**src/rtl/addsub_pkg.sv**
```systemverilog
// Shared types and defaults for the digit-serial adder/subtractor.
package addsub_pkg;

  localparam int DEF_WIDTH = 16;
  localparam int DEF_DIGIT = 4;

  typedef enum logic [1:0] {
    IDLE = 2'd0,
    CALC = 2'd1,
    DONE = 2'd2
  } state_t;

endpackage

```
**src/rtl/digit_adder.sv**
```systemverilog
// DIGIT-bit ripple-carry adder; also exposes the carry into the top bit for overflow detection.
module digit_adder #(
  parameter int DIGIT = 4
) (
  input  logic [DIGIT-1:0] a,
  input  logic [DIGIT-1:0] b,
  input  logic             cin,
  output logic [DIGIT-1:0] sum,
  output logic             c_msb,
  output logic             cout
);

  logic [DIGIT:0] c;

  assign c[0] = cin;

  for (genvar i = 0; i < DIGIT; i++) begin : g_fa
    assign sum[i]  = a[i] ^ b[i] ^ c[i];
    assign c[i+1]  = (a[i] & b[i]) | (a[i] & c[i]) | (b[i] & c[i]);
  end

  assign c_msb = c[DIGIT-1];
  assign cout  = c[DIGIT];

endmodule

```
**src/rtl/serial_addsub.sv**
```systemverilog
// Digit-serial two's complement add/subtract with optional signed saturation.
// state | meaning
// IDLE  | waiting for operands, in_ready=1
// CALC  | one digit per cycle, LSB digit first
// DONE  | result held, out_valid=1 until out_ready
module serial_addsub
  import addsub_pkg::*;
#(
  parameter int WIDTH = DEF_WIDTH,
  parameter int DIGIT = DEF_DIGIT
) (
  input  logic             clk,
  input  logic             rst,
  input  logic             in_valid,
  output logic             in_ready,
  input  logic [WIDTH-1:0] A,
  input  logic [WIDTH-1:0] B,
  input  logic             addsub,
  input  logic             sat_en,
  output logic             out_valid,
  input  logic             out_ready,
  output logic [WIDTH-1:0] S,
  output logic             Cout,
  output logic             ov_flag
);

  localparam int NDIG = WIDTH / DIGIT;
  localparam int CW   = (NDIG > 1) ? $clog2(NDIG) : 1;
  localparam logic [WIDTH-1:0] MAX_POS = {1'b0, {(WIDTH-1){1'b1}}};
  localparam logic [WIDTH-1:0] MIN_NEG = {1'b1, {(WIDTH-1){1'b0}}};

  state_t state_q, state_d;

  logic [WIDTH-1:0] a_q, b_q;
  logic             sub_q, sat_q;
  logic [CW-1:0]    cnt;
  logic             carry;
  logic             last;

  logic [DIGIT-1:0] a_dig, b_dig, sum_dig;
  logic             c_msb, c_out;

  assign last  = (cnt == CW'(NDIG - 1));
  assign a_dig = a_q[int'(cnt)*DIGIT +: DIGIT];
  assign b_dig = b_q[int'(cnt)*DIGIT +: DIGIT] ^ {DIGIT{sub_q}};

  digit_adder #(.DIGIT(DIGIT)) u_digit (
    .a     (a_dig),
    .b     (b_dig),
    .cin   (carry),
    .sum   (sum_dig),
    .c_msb (c_msb),
    .cout  (c_out)
  );

  always_ff @(posedge clk or posedge rst) begin
    if (rst) state_q <= IDLE;
    else     state_q <= state_d;
  end

  always_comb begin
    state_d = state_q;
    case (state_q)
      IDLE:    if (in_valid)  state_d = CALC;
      CALC:    if (last)      state_d = DONE;
      DONE:    if (out_ready) state_d = IDLE;
      default: state_d = IDLE;
    endcase
  end

  assign in_ready  = (state_q == IDLE);
  assign out_valid = (state_q == DONE);

  always_ff @(posedge clk or posedge rst) begin
    if (rst) begin
      a_q     <= '0;
      b_q     <= '0;
      sub_q   <= 1'b0;
      sat_q   <= 1'b0;
      cnt     <= '0;
      carry   <= 1'b0;
      S       <= '0;
      Cout    <= 1'b0;
      ov_flag <= 1'b0;
    end else begin
      case (state_q)
        IDLE: begin
          if (in_valid) begin
            a_q   <= A;
            b_q   <= B;
            sub_q <= addsub;
            sat_q <= sat_en;
            cnt   <= '0;
            carry <= addsub;
          end
        end
        CALC: begin
          carry <= c_out;
          cnt   <= cnt + CW'(1);
          if (last) begin
            Cout    <= c_out;
            ov_flag <= c_msb ^ c_out;
            // Only the last digit can overflow, so saturation overrides the whole word here.
            if (sat_q && (c_msb ^ c_out)) S <= a_q[WIDTH-1] ? MIN_NEG : MAX_POS;
            else                          S[int'(cnt)*DIGIT +: DIGIT] <= sum_dig;
          end else begin
            S[int'(cnt)*DIGIT +: DIGIT] <= sum_dig;
          end
        end
        default: ;
      endcase
    end
  end

endmodule

```
**config.mk**
```make
export PLATFORM = sky130hd
export DESIGN_NAME = serial_addsub
export DESIGN_NICKNAME = d
export VERILOG_FILES = /design/src/rtl/addsub_pkg.sv /design/src/rtl/digit_adder.sv /design/src/rtl/serial_addsub.sv
export SDC_FILE = /design/constraint.sdc
export NUM_CORES = 1
export LEC_CHECK = 0
export BUFFER_PORTS_ARGS = -buffer_cell sky130_fd_sc_hd__buf_4
export CAP_MARGIN = 0
export CORE_UTILIZATION = 54
export DETAILED_ROUTE_END_ITERATION = 8
export GPL_ROUTABILITY_DRIVEN = 0
export PLACE_DENSITY_LB_ADDON = 0.15
export REMOVE_ABC_BUFFERS = 1
export SLEW_MARGIN = 20
export SYNTH_ARGS = -nofsm -noshare
export SYNTH_HDL_FRONTEND = slang
export SYNTH_SLANG_ARGS = --single-unit
```
**constraint.sdc**
```tcl
create_clock -name clk -period 4.3 [get_ports clk]
set_input_delay 0.86 -clock clk [delete_from_list [all_inputs] [get_ports clk]]
set_output_delay 0.86 -clock clk [all_outputs]
set_load 0.005 [all_outputs]
```
==> impl.org <==
** Outcome
- The flow ran to the end, and the final reports show no timing, DRC or antenna violations.

** STA
- Endpoints failing setup :: 0
- In this run the tightest slew margin relative to its limit is 35.1%.
- The smallest clock period supported by the final layout is computed as roughly 3800 ps.
- The hold violation total from the final report was 0.
- Hold timing on the final database bottoms out at a slack of 475 ps.
- Setup repair after global routing missed its margin :: false
- Slew Limit Fails :: 0
- For the final database, setup skew stands at 4.91 ps.
- Adding up every negative setup slack in the final design gives 0 ps.
- Measured slew at the worst slew-check pin :: 974 ps
- After layout, the worst path uses 87.9% of the clock period.
- Static timing analysis puts the maximum clock frequency at 265 MHz.

** Placed design
- Input and output buffers added on the ports amount to 57.
- Dpl hpwl :: 3.90 mm
- Placed Instance Area :: 3200 um2

** Critical path
- On the worst path, the slowest cell contributes a delay of 510 ps.
- STA classifies the critical path startpoint as a flip-flop.
- Maximum net fanout on the critical path :: 15
- Data required, critical path :: 4530 ps
- Setup Crit Path Kind :: flip-flop to flip-flop
- STA classifies the critical path endpoint as a flip-flop.
- Among cell families on the critical path, the largest total delay comes from adder cells.
- Counting both buffers and inverters, the worst setup path holds a total of 1.
- Arrival time reported for the critical path endpoint :: roughly 4000 ps
- The most numerous cell type found on the critical path is sky130_fd_sc_hd__fa_1.
- Slowest cell on the critical path :: sky130_fd_sc_hd__mux4_2
- Chain of cells forming the critical path :: mux4_2, xnor2_1, fa_1, fa_1, fa_1, inv_1, fa_1, xor2_2, nor3_2, nand2b_2, o221ai_1

** Final layout
- Final Net Count :: 382
- The top cell types in the final layout, fill and taps aside, are sky130_fd_sc_hd__nand2_1, sky130_fd_sc_hd__buf_4, sky130_fd_sc_hd__dfrtp_1, sky130_fd_sc_hd__o221ai_1, sky130_fd_sc_hd__inv_1.
- Most common cell after layout, fill and taps aside :: sky130_fd_sc_hd__nand2_1
- Layout-stage area growth over the synthesis result :: 25.0%
- Ratio of cells with drive above 1 in the final layout :: 26.6%
- Count of inserted antenna diode cells :: 0
- The layout has 402 filler cells.
- Summing all non-filler instances in the final layout gives an area of 3380 um2.

** Synthesis
- The synthesized netlist devotes 21.1% of its cell area to simple gates.
- Post-synthesis instance total :: 273
- Summing the areas of all compound-gate instances in the mapped netlist gives approximately 7.2% of the synthesized area.
- Summing every instance area after synthesis gives 2710 um2.
- Share of the yosys chip area belonging to registers :: roughly 53%
- During synthesis, Yosys emitted a total of 0 warnings.
- Synth Area in XOR/XNOR :: 1.89%
- Synth Area per Inst :: 9.92 um2
- Number of unique standard cell types used by synthesis :: 30
- After synthesis, the largest family of logic cells by area is simple AND/OR/NAND/NOR gates.
- Synthesis inferred 57 register bits.
- Post-synthesis adder-cell area fraction :: under 10%
- After synthesis, the share of cell area in mux cells is roughly 7.1%.

** Die
- The initial utilization of the core area, before any placement, comes to a little under three fifths.
- Std-Cell Rows :: 25
- Placeable core region :: 4790 um2
- Boundary pin count :: 58
- The die is 72.8 um wide.
- Height of the die :: 72.8 um
- Area enclosed by the die boundary :: ~5300 um2

** CTS
- Hold repair after CTS inserted 0 buffers.
- Root cell of the clock tree :: sky130_fd_sc_hd__clkbuf_8
- The H-tree was split into 3 levels.
- The later pin in the worst-skew pair is clocked with a latency of 330 ps.
- Gates resized during post-CTS repair numbered 0.
- Register clock-pin slew on the reported worst setup and hold paths :: 60 ps
- CTS tree :: built
- Clock tree sinks :: 57
- CTS Buf Count :: 9
- Counting along the longest clock path gives a buffer depth of 2.
- Buffers added to address setup during post-CTS repair amount to 0.

** Global routing
- The via count of the first global-routing pass is roughly 2100.
- Global-route wire length before repair :: 9.49 mm
- Entering global routing, the biggest net connects 37 pins.
- Global routing used 24.1% of the available tracks.
- The total overflow left after global routing is 0.
- Antenna violations before repair :: 0

** Detailed routing
- Average wire per cell in the routed design :: approximately 14 um
- DRT iter0 DRCs :: 124
- Initial DRT Pass Iterations :: 4
- Using the TritonRoute via totals, the vias-per-cell ratio works out to 5.20.
- Drt total wl :: 5.50 mm
- For this run, design rule violations remaining after detail routing come to 0.
- Final ANT Viol Nets :: 0
- The routed layout has ~2100 vias.

** Hold path
- The worst hold path belongs to the class flip-flop to flip-flop.

** Power and ir drop
- In this run the static leakage power is 1.74 nW.
- Largest vdd supply drop :: 0.442 mV
- Power Total :: 0.00277 W
- Pwr per Cell Area :: 818 nW/um2

** Job
- Max-cap violation count :: 0
tightest hold or removal path: stages (launching register included):
cell and delay (ps):
sky130_fd_sc_hd__dfrtp_1 340, sky130_fd_sc_hd__nand2_1 50, sky130_fd_sc_hd__nand2_1 50
final cells by class:
type                    count  area [um2]  area share [%]
inverters                  15        56.3            1.66
flip-flops and latches     57        1430            42.2
clock buffers              13         169            4.99
clock inverters             2        12.5           0.370
well taps                  67        83.8            2.48
multi-input cells         188        1160            34.4
repair buffers             63         473            14.0
per-layer routing:
layer	GRT usage [%]	part of all wire (%)	vias to the layer above
li1	-	-	1022
met1	31.6	43	1009
met2	38.6	50	67
met3	4.70	5.1	10
met4	12.4	1.7	0
met5	0	0	-
path summary, 6_finish.rpt:
| check | cells after the start | start | to | slack (ps) |
|---|---|---|---|---|
| worst max-delay path | 11 | cnt[0]$_DFFE_PP0P_ | S[13]$_DFFE_PP0P_ | 520 |
| worst min-delay path | 2 | b_q[14]$_DFFE_PP0P_ | b_q[14]$_DFFE_PP0P_ | 480 |
| worst max register to register | 11 | cnt[0]$_DFFE_PP0P_ | S[13]$_DFFE_PP0P_ | 520 |
| worst min register to register | 2 | b_q[14]$_DFFE_PP0P_ | b_q[14]$_DFFE_PP0P_ | 480 |
| max in group asynchronous | 3 | rst | S[13]$_DFFE_PP0P_ | 2900 |
| min in group asynchronous | 2 | rst | b_q[6]$_DFFE_PP0P_ | 620 |
per-stage QoR:
step / std cells / setup WS, ps / util (%)
after floorplan: 260 / 269 / -
after global placement: 390 / 648 / 66.9
after detailed placement: 390 / 534 / 66.9
after CTS: 405 / 537 / 70.7
after global routing: 405 / 247 / 70.7
final: 405 / 522 / 70.7
flip-flops by register name (all words and copies together) (netlist names):
register  flops
state_q       2
a_q          16
ov_flag       1
carry         1
Cout          1
sub_q         1
cnt           2
S            16
b_q          16
sat_q         1
Yosys cell counts:
| library cell | n | share of area [%] |
|---|---|---|
| sky130_fd_sc_hd__clkbuf_1 | 4 | 0.55 |
| sky130_fd_sc_hd__buf_2 | 8 | 1.5 |
| sky130_fd_sc_hd__nand3b_1 | 2 | 0.55 |
| sky130_fd_sc_hd__nor3_2 | 1 | 0.37 |
| sky130_fd_sc_hd__inv_1 | 15 | 2.1 |
| sky130_fd_sc_hd__o311ai_0 | 1 | 0.32 |
| sky130_fd_sc_hd__nor2_1 | 2 | 0.28 |
| sky130_fd_sc_hd__o31ai_1 | 1 | 0.28 |
| sky130_fd_sc_hd__ha_1 | 6 | 2.8 |
| sky130_fd_sc_hd__o21ai_0 | 4 | 0.74 |
| sky130_fd_sc_hd__a21o_1 | 1 | 0.28 |
| sky130_fd_sc_hd__and2_1 | 1 | 0.23 |
| sky130_fd_sc_hd__dfrtp_1 | 57 | 53 |
| sky130_fd_sc_hd__o21a_1 | 1 | 0.28 |
| sky130_fd_sc_hd__nand4b_1 | 1 | 0.32 |
| sky130_fd_sc_hd__nand2_1 | 123 | 17 |
| sky130_fd_sc_hd__xor2_2 | 1 | 0.60 |
| sky130_fd_sc_hd__mux2_2 | 1 | 0.42 |
| sky130_fd_sc_hd__xnor2_1 | 3 | 0.97 |
| sky130_fd_sc_hd__nand2b_1 | 2 | 0.46 |
| sky130_fd_sc_hd__nand2b_2 | 1 | 0.32 |
| sky130_fd_sc_hd__o221ai_1 | 15 | 4.9 |
| sky130_fd_sc_hd__mux4_2 | 8 | 6.7 |
| sky130_fd_sc_hd__o2111a_1 | 1 | 0.42 |
| sky130_fd_sc_hd__buf_4 | 1 | 0.28 |
| sky130_fd_sc_hd__fa_1 | 4 | 3.0 |
| sky130_fd_sc_hd__nand3_1 | 3 | 0.55 |
| sky130_fd_sc_hd__nor2b_1 | 2 | 0.46 |
| sky130_fd_sc_hd__nand4_1 | 2 | 0.46 |
| sky130_fd_sc_hd__xor2_1 | 1 | 0.32 |
power by group:
group          internal (W)  leakage (nW)  switching (W)
clock network      0.000252        0.0915       0.000199
logic              0.000610         0.927       0.000808
registers          0.000763         0.726       0.000135
total               0.00162          1.74        0.00114
kinds of logic (layout without fill, tap and decap cells):
kind of cell,after synthesis,in the layout
simple gates,140,140
flops,57,57
buf+inv,28,93
compound gates,24,24
fa+ha+maj,10,10
mux,9,9
xor+xnor,5,5
Note: power is estimated with default switching activity, not from simulation.
